### config.mk
export PLATFORM = sky130hd
export DESIGN_NAME = shift_register_n
export DESIGN_NICKNAME = d
export VERILOG_FILES = /design/src/rtl/shift_register_n.sv
export SDC_FILE = /design/constraint.sdc
export NUM_CORES = 1
export LEC_CHECK = 0
export ABC_AREA = 1
export CELL_PAD_IN_SITES_DETAIL_PLACEMENT = 0
export CELL_PAD_IN_SITES_GLOBAL_PLACEMENT = 2
export CORE_MARGIN = 4
export CORE_UTILIZATION = 24
export CTS_CLUSTER_DIAMETER = 100
export CTS_CLUSTER_SIZE = 16
export DETAILED_ROUTE_END_ITERATION = 10
export PLACE_DENSITY_LB_ADDON = 0.1
export SYNTH_ARGS = -nofsm -noshare
export SYNTH_HDL_FRONTEND = slang
export SYNTH_SLANG_ARGS = --single-unit
export TNS_END_PERCENT = 30
### constraint.sdc
create_clock -name clk -period 1.4 [get_ports clk]
set_input_delay 0.28 -clock clk [delete_from_list [all_inputs] [get_ports clk]]
set_output_delay 0.28 -clock clk [all_outputs]
set_load 0.02 [all_outputs]
### src/rtl/shift_register_n.sv
// WIDTH-bit capture/serialiser register: sync reset/set, clock enable, parallel load,
// left/right serial shift, and a per-word shift counter with a one-cycle done pulse.
module shift_register_n #(
  parameter int unsigned      WIDTH       = 8,
  parameter logic [WIDTH-1:0] RESET_VALUE = {WIDTH{1'b0}},
  parameter logic [WIDTH-1:0] SET_VALUE   = {WIDTH{1'b1}},
  localparam int unsigned     CW          = (WIDTH > 1) ? $clog2(WIDTH) : 1
) (
  input  logic             clk,
  input  logic             reset,
  input  logic             set,
  input  logic             ce,
  input  logic [1:0]       mode,
  input  logic [WIDTH-1:0] D,
  input  logic             sin,
  output logic [WIDTH-1:0] Q,
  output logic             sout,
  output logic [CW-1:0]    shift_count,
  output logic             done
);

  typedef enum logic [1:0] {
    MODE_HOLD = 2'b00,
    MODE_LOAD = 2'b01,
    MODE_SHL  = 2'b10,
    MODE_SHR  = 2'b11
  } mode_e;

  localparam logic [CW-1:0] LAST = CW'(WIDTH - 1);

  logic [WIDTH-1:0] q_q, q_d;
  logic             sout_q, sout_d;
  logic [CW-1:0]    cnt_q, cnt_d;
  logic             done_q, done_d;
  logic             shift;

  always_ff @(posedge clk) begin
    if (reset) begin
      q_q    <= RESET_VALUE;
      sout_q <= 1'b0;
      cnt_q  <= '0;
      done_q <= 1'b0;
    end else begin
      q_q    <= q_d;
      sout_q <= sout_d;
      cnt_q  <= cnt_d;
      done_q <= done_d;
    end
  end

  always_comb begin
    q_d    = q_q;
    sout_d = sout_q;
    cnt_d  = cnt_q;
    done_d = 1'b0;
    shift  = 1'b0;
    if (set) begin
      q_d    = SET_VALUE;
      sout_d = 1'b0;
      cnt_d  = '0;
    end else if (ce) begin
      case (mode_e'(mode))
        MODE_LOAD: begin
          q_d   = D;
          cnt_d = '0;
        end
        // Concatenate-then-truncate keeps the WIDTH=1 case legal: Q simply becomes sin.
        MODE_SHL: begin
          q_d    = WIDTH'({q_q, sin});
          sout_d = q_q[WIDTH-1];
          shift  = 1'b1;
        end
        MODE_SHR: begin
          q_d    = WIDTH'({sin, q_q} >> 1);
          sout_d = q_q[0];
          shift  = 1'b1;
        end
        default: ;
      endcase
    end
    // Direction changes mid-word deliberately leave the count alone.
    if (shift) begin
      if (cnt_q == LAST) begin
        cnt_d  = '0;
        done_d = 1'b1;
      end else begin
        cnt_d = cnt_q + 1'b1;
      end
    end
  end

  assign Q           = q_q;
  assign sout        = sout_q;
  assign shift_count = cnt_q;
  assign done        = done_q;

endmodule

=== Word level (Yosys, flattened, before mapping) ===
Cells that the tools add are included.

* Bitwise gates (word level): 1
* Equality and inequality tests: 4
* Add/subtract/negate cells: 1
* Multiplexer cells: 13
* Reduce and logical (&&, ||, !) cells: 11

{| class="wikitable"
|+ Operators by type and width
! kind !! number
|-
| case mux 8 bit (3 select lines) || 1
|-
| 2-to-1 mux 8 bit || 2
|-
| 2-to-1 mux 3 bit || 5
|-
| AND reduction 2 bit || 3
|-
| nonzero test 3 bit || 2
|-
| OR reduction 2 bit || 3
|-
| equality test 2 bit, second input constant || 2
|-
| 2-to-1 mux 1 bit || 4
|-
| nonzero test 2 bit || 2
|-
| nonzero test 4 bit || 1
|-
| adder 3 x 1 -> 3 bit, second input constant || 1
|-
| equality test 3 bit, second input constant || 1
|-
| equality test 2 x 1 -> 1 bit, second input constant || 1
|-
| case mux 1 bit (2 select lines) || 1
|-
| NOT 1 bit || 1
|}

* Word-level logic and storage cells: 34
* Bits in registers: 13
* Output and inout port bits: 13

=== Depth between registers and ports, before layout ===
* Word-level depth: 7
* Depth in mapped cells: 9
* Gate-level depth less buffers: 8

=== Worst setup path after synthesis ===
No wires, ideal clock.

* Path kind: input to register
* Start point: input mode[0]
* End point: register q_q[4] (netlist: Q[4])
* Path buffers: 2
* Slack: 237 ps
* Setup time: 64 ps
* Stages: 9
* Data arrival time: 1099 ps
* Cells stage by stage: inv_1 ha_1 buf_6 nor2_8 buf_6 nand2_1 o21ai_1 nor2_1 nor2_1

* Word-level cells in the longest chain between the ends: 4
* Elaborated cells between the ends (all ways): 8
* Classes of those cells: eq/ne: 3; mux: 3; reduce/logical: 2

{| class="wikitable"
|+ Ends and longest elaborated chain
! item !! line !! RTL
|-
| start, declared || 13 || <nowiki>input logic [1:0] mode,</nowiki>
|-
| equality test 2 bit or equality test 2 x 1 -> 1 bit (tied branches) || 62 || <nowiki>case (mode_e'(mode))</nowiki>
|-
| case mux 8 bit (3 select lines) || 62 ||
|-
| 2-to-1 mux 8 bit || 61 || <nowiki>end else if (ce) begin</nowiki>
|-
| 2-to-1 mux 8 bit || 57 || <nowiki>if (set) begin</nowiki>
|-
| end signal, assigned || 44 || <nowiki>q_q <= q_d;</nowiki>
|-
| end, declared || 31 || <nowiki>logic [WIDTH-1:0] q_q, q_d;</nowiki>
|}

Parallel ways exist; a longest one is shown, timed or not. The select of a mux whose other input is x is not followed.
A chain may end at the register's enable or synchronous reset.

=== Final worst setup path ===
* Start point: input mode[0]
* End point: register q_q[5] (netlist: Q[5])

Same word-level chain as after synthesis.

==> run summary <==
In the routed layout, each cell is associated on average with a via count of 4.388. The count of placed standard cells including taps came out at 218. The launch instance of the worst min-delay path was sout. In this run the power density over the cells is 781.5 nW/um^2. The clock network is responsible for 31.0% of the overall power. Hold is met by 0.4668 ns. The clock period could shrink to 1.288 ns. In the final layout, the share of cells above drive strength 1 is 18.18%. The area growth from synthesis to layout is 56.79%. Leakage power of the design: 0.0006727 uW.

Proportion of synthesized area in mux cells: 0%. Setup repair after global routing left no endpoint under its margin. Buffer type at the clock tree root: clkbuf_8. The run gives 0 as the number of endpoints failing setup at the final stage. TritonCTS built the clock tree. The CTS buffer count is 3.

Measured in cells, the most critical reg-to-reg path has a length of 5. The class of the tightest hold or removal check was reg2reg. The core area came out at 3661 sq um. The final number of hold-violating endpoints was 0.

The initial antenna violation count came out at 0. The synthesized-area fraction occupied by adder cells came out at 8.230%. In the layout the commonest cells are nand2_1, nor2_1, dlygate4sd2_1.

The count of distinct cell types in the synthesized netlist came out at 21. Summed over all failing endpoints, the final setup total negative slack is 0 ns. The layout has 411 filler cells. The sum of buffers and inverters on the critical path works out to 4.

The largest stage delay on the critical path came out at 0.26 ns. The hold path depth works out to 2. The largest individual stage delay along the critical path comes from the cell dlygate4sd2_1.

The critical path is of the in2reg type. The first detailed-routing pass ran for 4 iterations. The first global-routing pass estimated 4629 microns of wire. The placement-stage worst setup slack was -0.4753 ns; the clock slew seen by the registers of the worst setup and hold paths was 0.06 ns. The initial utilization of the core area, before any placement, comes to 24.91%. In this run the cell area of the synthesized design comes to 912.1 sq um. The flop and latch count out of synthesis came out at 13. The synthesized netlist devotes 0% of its cell area to XOR and XNOR gates. Summing the areas of all and, or, nand and nor instances in the mapped netlist gives 41.98% of the synthesized area. A synthesized cell averages 6.756 sq um. Traced cell by cell, the critical path runs through dlygate4sd2_1, buf_6, ha_1, buf_12, nand2_1, inv_1, nand2_1, nand3_1, nor2_1, nor2_1. The Yosys step of the flow raised 0 warnings. Derived from the worst setup path, the maximum achievable clock frequency is 776.2 MHz.

The total internal power is 768.3 uW. After routing the design area is 1430 sq um. Most common library cell in the layout ignoring fill and taps: nand2_1. At the end of routability-driven placement, the weighted congestion stood at 0.8178. The pin count of the biggest net entering global routing is 13, and the remaining number of nets flagged by the antenna check after routing is 0.

The number of global-route vias before repair is 964. At the pin with the least slew margin, the transition time is 0.2581 ns. The clock insertion delay at the later pin of the skew report was 0.24 ns; the arrival time at the worst endpoint was 1.43 ns.

The overall die area is 4851 sq um, and the switching share of power is 31.25%. The startpoint identified for the worst register-to-register timing path is shift_count[0]. When the netlist entered floorplanning its net count stood at 156.

Port buffering added 27 buffers. The number of non-filler instances in the completed layout is 224. The die boundary width is 69.65 microns, and the per-cell routed wire length is 12.17 microns. In this run the worst path has a maximum fanout of 10. Setup slack on the critical path of the routed design comes to 0.1117 ns.

Across all layers, the routed design uses 983 vias. End of the worst hold path: sout. The endpoint identified for the worst register-to-register timing path is shift_count[0]. The logs give 1 for the deepest level of the CTS H-tree and 37.2% for the portion of total power attributed to sequential cells. Combinational fraction of design power: 31.8%. Global routing used 11.67% of the available tracks. After synthesis, the largest family of logic cells by area is simple AND/OR/NAND/NOR gates. The floorplan has 22 rows. The clock passes through at most 2 buffers. After the last flow step, the layout net total stands at 198. The overall routed net length was 2726 microns; the compound-cell area share of the yosys netlist was 12.21%.

Clock skew on the completed layout was measured at 0.004825 ns. STA classifies the critical path startpoint as a primary input. In this run the vertical extent of the chip is 69.65 microns. The run gives 0 as the number of slew-limit violations in the final report. The kind of cell with the highest combined delay along the critical path is buffers and inverters.

STA classifies the critical path endpoint as a register. Headroom to the max-slew limit came out at 82.80%. The maximum ir drop on the vdd rail is 0.3996 mV, and the register-to-register setup slack is 0.26 ns.

For the synthesized instance count, the log shows 135. The tools report the sequential fraction of the synthesis area as 28.53%. The DRC violation count after routing is 0. For this run the aggregate overflow at the end of global routing stands at 0. The final clock period utilization by the worst path works out to 92.02%. Number of DRC markers after the initial detailed-route iteration: 44. The number of sinks handled by clock tree synthesis was 13; the placed standard-cell area was 1340 sq um.

The wire-length estimate of the detail-placed layout is 2122 microns. For this design the total switching power over the nets is 349.3 uW. The final antenna diode count is 0. The run finished with clean final reports. The reported max-cap violation count was 0; the required time of the worst setup path was 1.54 ns. The run gives 28 as the count of pins on the block boundary.
## synthesized netlist by cell type
cell / number / area share [%]
a21oi_1: 13 / 7.1
nand3b_1: 7 / 5.8
nor2_8: 1 / 2.2
nor2_1: 18 / 7.4
nand3_1: 10 / 5.5
nand2_2: 2 / 1.4
buf_6: 2 / 2.5
o21ai_0: 1 / 0.55
inv_2: 2 / 0.82
a21oi_4: 1 / 1.8
nor2_4: 1 / 1.2
nand2_1: 37 / 15
nor3b_2: 1 / 1.4
buf_2: 3 / 1.6
nand2_4: 1 / 1.2
dfxtp_1: 13 / 29
clkinv_1: 1 / 0.41
ha_1: 6 / 8.2
inv_1: 9 / 3.7
o21ai_1: 5 / 2.7
nor2_2: 1 / 0.69
## state kept, by name, indices dropped and copies added, names as in the netlist
name         flops
Q                8
sout             1
shift_count      3
done             1
## final cells by class
class                           instances  area (sq um)  area share, %
Sequential cell                        13         260.3          18.20
Clock buffer                            4         45.04          3.150
Tap cell                               48         60.06          4.199
Inverter                               12         45.04          3.150
Multi-Input combinational cell        105         598.1          41.82
Timing Repair Buffer                   42         421.7          29.48
## cells by family (layout without fill, tap and decap cells)
kind of cell / count (synthesis) / in the layout
simple gates: 79 / 79
buf+inv: 17 / 58
flops: 13 / 13
fa+ha+maj: 6 / 6
compound gates: 20 / 20
## power groups by stage
stage	Clock, uW	Combinational, uW	Sequential (uW)
final	346	355	416
after CTS	367	360	416
after detailed placement	0	351	425
after global placement	0	353	425
after global routing	378	392	421
after floorplan	0	157	451
## what timing repair did
| action | 4_1_cts | 5_1_grt |
|---|---|---|
| hold buffers | 0 | 0 |
| resized for setup | 23 | 0 |
| setup endpoints to repair | 26 | 0 |
| buffers inserted | 2 | 0 |
## through the flow
| step | power, uW | util (%) |
|---|---|---|
| 6_report | 1118 | 39.06 |
| 4_1_cts | 1143 | 39.06 |
| 3_5_place_dp | 776.3 | 36.60 |
| 5_1_grt | 1192 | 39.06 |
| 3_3_place_gp | 778.4 | 36.60 |
| 2_1_floorplan | 607.1 | - |
## how the worst max path moves through the flow
stage | from | to | slack (ns) | cells past startpoint
after global routing | mode[0] | Q[5] | 0.02 | 10
after detailed placement | mode[1] | shift_count[2] | -0.48 | 7
after global placement | mode[0] | Q[0] | -0.47 | 9
final | mode[0] | Q[5] | 0.11 | 10
after floorplan | mode[0] | Q[4] | 0.24 | 9
after CTS | mode[0] | Q[5] | 0.11 | 10
## worst min-delay path, cell delays in order, from the launching register on
cell and delay (ns):
dfxtp_1 0.31, nand2_1 0.06, a21oi_1 0.06
## routing by layer
layer | routed length [microns] | track usage (%)
met3 | 120 | 2.754
met1 | 1354 | 15.33
met4 | 17 | 3.830
met2 | 1233 | 18.75
met5 | 0 | 0
No activity file was read; power rests on OpenSTA's default activity.
==> RTL edit 1: new RTL, config.mk and constraints unchanged <==
Register the inputs `set`, `ce`, `mode`, `D` and `sin` before use. The logic sees them one clock later.
--- a/src/rtl/shift_register_n.sv
+++ b/src/rtl/shift_register_n.sv
@@ -29,4 +29,18 @@
   localparam logic [CW-1:0] LAST = CW'(WIDTH - 1);
 
+  logic set_q;
+  logic ce_q;
+  logic [1:0] mode_q;
+  logic [WIDTH-1:0] D_q;
+  logic sin_q;
+
+  always_ff @(posedge clk) begin
+    set_q  <= set;
+    ce_q   <= ce;
+    mode_q <= mode;
+    D_q    <= D;
+    sin_q  <= sin;
+  end
+
   logic [WIDTH-1:0] q_q, q_d;
   logic             sout_q, sout_d;
@@ -55,22 +69,22 @@
     done_d = 1'b0;
     shift  = 1'b0;
-    if (set) begin
+    if (set_q) begin
       q_d    = SET_VALUE;
       sout_d = 1'b0;
       cnt_d  = '0;
-    end else if (ce) begin
-      case (mode_e'(mode))
+    end else if (ce_q) begin
+      case (mode_e'(mode_q))
         MODE_LOAD: begin
-          q_d   = D;
+          q_d   = D_q;
           cnt_d = '0;
         end
         // Concatenate-then-truncate keeps the WIDTH=1 case legal: Q simply becomes sin.
         MODE_SHL: begin
-          q_d    = WIDTH'({q_q, sin});
+          q_d    = WIDTH'({q_q, sin_q});
           sout_d = q_q[WIDTH-1];
           shift  = 1'b1;
         end
         MODE_SHR: begin
-          q_d    = WIDTH'({sin, q_q} >> 1);
+          q_d    = WIDTH'({sin_q, q_q} >> 1);
           sout_d = q_q[0];
           shift  = 1'b1;
Behaviour: not the same (Yosys sat finds a counterexample within 4 cycles, from zero or initial values and one cycle with reset high).
==> RTL edit 1 against the original RTL <==
Register-to-register slack worse by 0.12 ns; setup slack worse by 0.029 ns; synthesized area is 30% higher; total power is 60% higher; wire length is 10% higher; sequential cell count is 13 higher; non-clock buffer count is 5 lower; design area is 15% higher.
==> RTL edit 1: results (changes against the original RTL) <==
status: "finished, final reports clean"
critPathLaunch: "Q[5]"
fin_skew_ns: 0.00564  # +0.000820 ns
worstPathMaxFanout: 4  # -6
cts_resized: 15  # -35%
fin_nets: 222  # +12%
grt_max_degree: 17  # +4
min_period_over_period_pct: 94.1  # +2.1 points
leakage_uw: 0.000837  # +24%
ys_seq_area_share_pct: 43.8  # +15 points
vias: 1062  # +8.0%
ys_types: 19  # -9.5%
hold_end: "D_q[5]"
post-cts-setup-buffers: 0  # -2
crit_end: "Q[5]"
hold_path.class: "primary input to register"
grt_util_all_layers_pct: 10.7  # -1.0 points
nFillCells: 537  # +31%
clkPwrFrac_pct: 36.2  # +5.2 points
crit_family: "flip-flops"
dpl.cell_count: 263  # +21%
slew_headroom_pct: 85.4  # +2.6 points
grt_pass1_wl_mm: 5.09  # +10%
rr_worst_depth: 7  # +2
placed_cell_area_sq_mm: 0.00157  # +17%
avgSynthCellArea_sq_um: 7.24  # +7.2%
synth_common_cells: "nand2_1 (47), dfxtp_1 (26), inv_1 (25)"
cpPeakStageDelay_ns: 0.40  # +0.14 ns
[RTL edit 1: cell types whose count changed in the layout (fill, tap and decap cells not counted), moves of 3 or more]
cell      before  now
inv_1          8   25
buf_12         4    0
o21ai_1        5    0
nand3b_1       7    0
inv_2          3    0
nand2_1       37   47
dfxtp_1       13   24
[RTL edit 1: cells by family (layout without fill, tap and decap cells)]
logic type / Yosys count / count (layout) / share of synthesized area (%)
AND/OR/NAND/NOR: 87 / 87 / 31.7
flip-flops: 26 / 26 / 43.8
buffers and inverters: 32 / 68 / 12.6
AO/OA/AOI/OAI: 13 / 13 / 5.48
adder cells (fa/ha/maj): 6 / 6 / 6.32
[RTL edit 1: per-layer routing]
metal / global-route usage (%) / routed length [um] / up-vias
li1: - / - / 566
met1: 13.4 / 1460 / 473
met2: 17.6 / 1390 / 18
met3: 2.41 / 106 / 5
met4: 4.20 / 47 / 0
met5: 0 / 0 / -
==> RTL edit 2: new RTL, same flow settings <==
Without the edit above. The parameter `WIDTH` goes from 8 to 16.
--- a/src/rtl/shift_register_n.sv
+++ b/src/rtl/shift_register_n.sv
@@ -2,5 +2,5 @@
 // left/right serial shift, and a per-word shift counter with a one-cycle done pulse.
 module shift_register_n #(
-  parameter int unsigned      WIDTH       = 8,
+  parameter int unsigned      WIDTH       = 16,
   parameter logic [WIDTH-1:0] RESET_VALUE = {WIDTH{1'b0}},
   parameter logic [WIDTH-1:0] SET_VALUE   = {WIDTH{1'b1}},
Ports: changed (resized D, Q and shift_count); port bits go from 28 to 45. No check against the original RTL was run, so the function may have changed too.
==> RTL edit 2 against the original RTL <==
Wire length rose by 60%; total power up 67%; sequential share of layout area increased by 3.4 points; setup slack lost 0.026 ns; synthesized area up 42%; sequential power is 72% higher; sequential cell count increased by 9; design area grew 42%; highest routed layer unchanged; count of clock-buffer cells in the layout down 1; fmax is 2.0% lower; via count rose by 53%; register-to-register slack worse by 0.13 ns.
==> RTL edit 2: results (changes against the original RTL) <==
status: "finished, final reports clean"
synth_nets: 222  # +42%
grt_pass1_vias: 1571  # +63%
post-cts-setup-buffers: 0  # -2
slew_headroom_pct: 83.1  # +0.32 points
grt_util_all_layers_pct: 14.0  # +2.3 points
cts.clk_slew.worst_paths_ns: 0.10  # +0.04 ns
p_seq_share_pct: 38.4  # +1.2 points
grt_use_met3_pct: 2.41  # -0.34 points
place.gp.congestion: 0.727  # -11%
crit_slowest_cell: "dfxtp_1"
synth_common_cells: "nand2_1 (40), nor2_1 (37), nand3_1 (36)"
instances_no_fill: 325  # +45%
clk-power_uw: 626  # +81%
ys_seq_area_share_pct: 34.0  # +5.5 points
avgSynthCellArea_sq_um: 6.67  # -1.3%
synth_mux_area_share_pct: 0.774  # +0.77 points
grt_max_degree: 17  # +4
hpwl_mm: 3.22  # +52%
cpPeakStageDelay_ns: 0.40  # +0.14 ns
hp-start: "shift_count[3]"
synth_compound_area_share_pct: 10.1  # -2.2 points
cts_resized: 28  # +22%
gr-usage-met2_pct: 24.7  # +5.9 points
synth_area_leaders: "dfxtp_1 (34%), nand3_1 (14%), nand2_1 (12%)"
ys_types: 24  # +14%
initialDrtViolationCount: 75  # +70%
fin_nets: 284  # +43%
==> RTL edit 2: cell types whose count changed in the layout (fill, tap and decap cells not counted), sizes merged, moves of 3 or more <==
cell | before | now
a21oi | 14 | 8
dlygate4sd2 | 15 | 24
buf | 15 | 22
clkdlybuf4s50 | 12 | 20
nand3 | 10 | 37
nand2 | 40 | 43
dfxtp | 13 | 22
o21ai | 6 | 18
nand3b | 7 | 0
nor2 | 21 | 37
==> RTL edit 2: layout make-up <==
| type | instances | area (sq um) |
|---|---|---|
| Tap cell | 70 | 87.6 |
| Timing Repair Buffer | 66 | 638 |
| Clock inverter | 1 | 30.0 |
| Fill cell | 552 | 3140 |
| Clock buffer | 3 | 41.3 |
| Multi-Input combinational cell | 152 | 751 |
| Inverter | 11 | 48.8 |
| Sequential cell | 22 | 440 |
==> RTL edit 2: worst paths after layout <==
kind                          to  slack [ns]  cells after the start
setup / recovery            Q[1]        0.09                      1
hold / removal    shift_count[3]        0.53                      2
setup reg to reg  shift_count[3]        0.13                      7
hold reg to reg   shift_count[3]        0.53                      2
==> RTL edit 2: stage by stage <==
step | cell area, sq um | setup WS (ns)
final | 2040 | 0.0856
after global routing | 2040 | 0.0127
after CTS | 2040 | 0.0719
after detailed placement | 1980 | -0.466
after global placement | 1980 | -0.455
after floorplan | 1290 | 0.132
==> RTL edit 2: worst min-delay path: cells and delay by family (launching register included) <==
kind | cells | cell delay [ns]
simple gates | 1 | 0.09
compound gates | 1 | 0.06
flops | 1 | 0.34
==> RTL edit 2: kinds of logic after synthesis <==
kind of cell | after synthesis
AOI/OAI and AO/OA | 26
xor gates and xnor gates | 1
adders and majority gates | 5
buffers and inverters | 20
DFF | 22
muxes | 1
and+or+nand+nor | 119
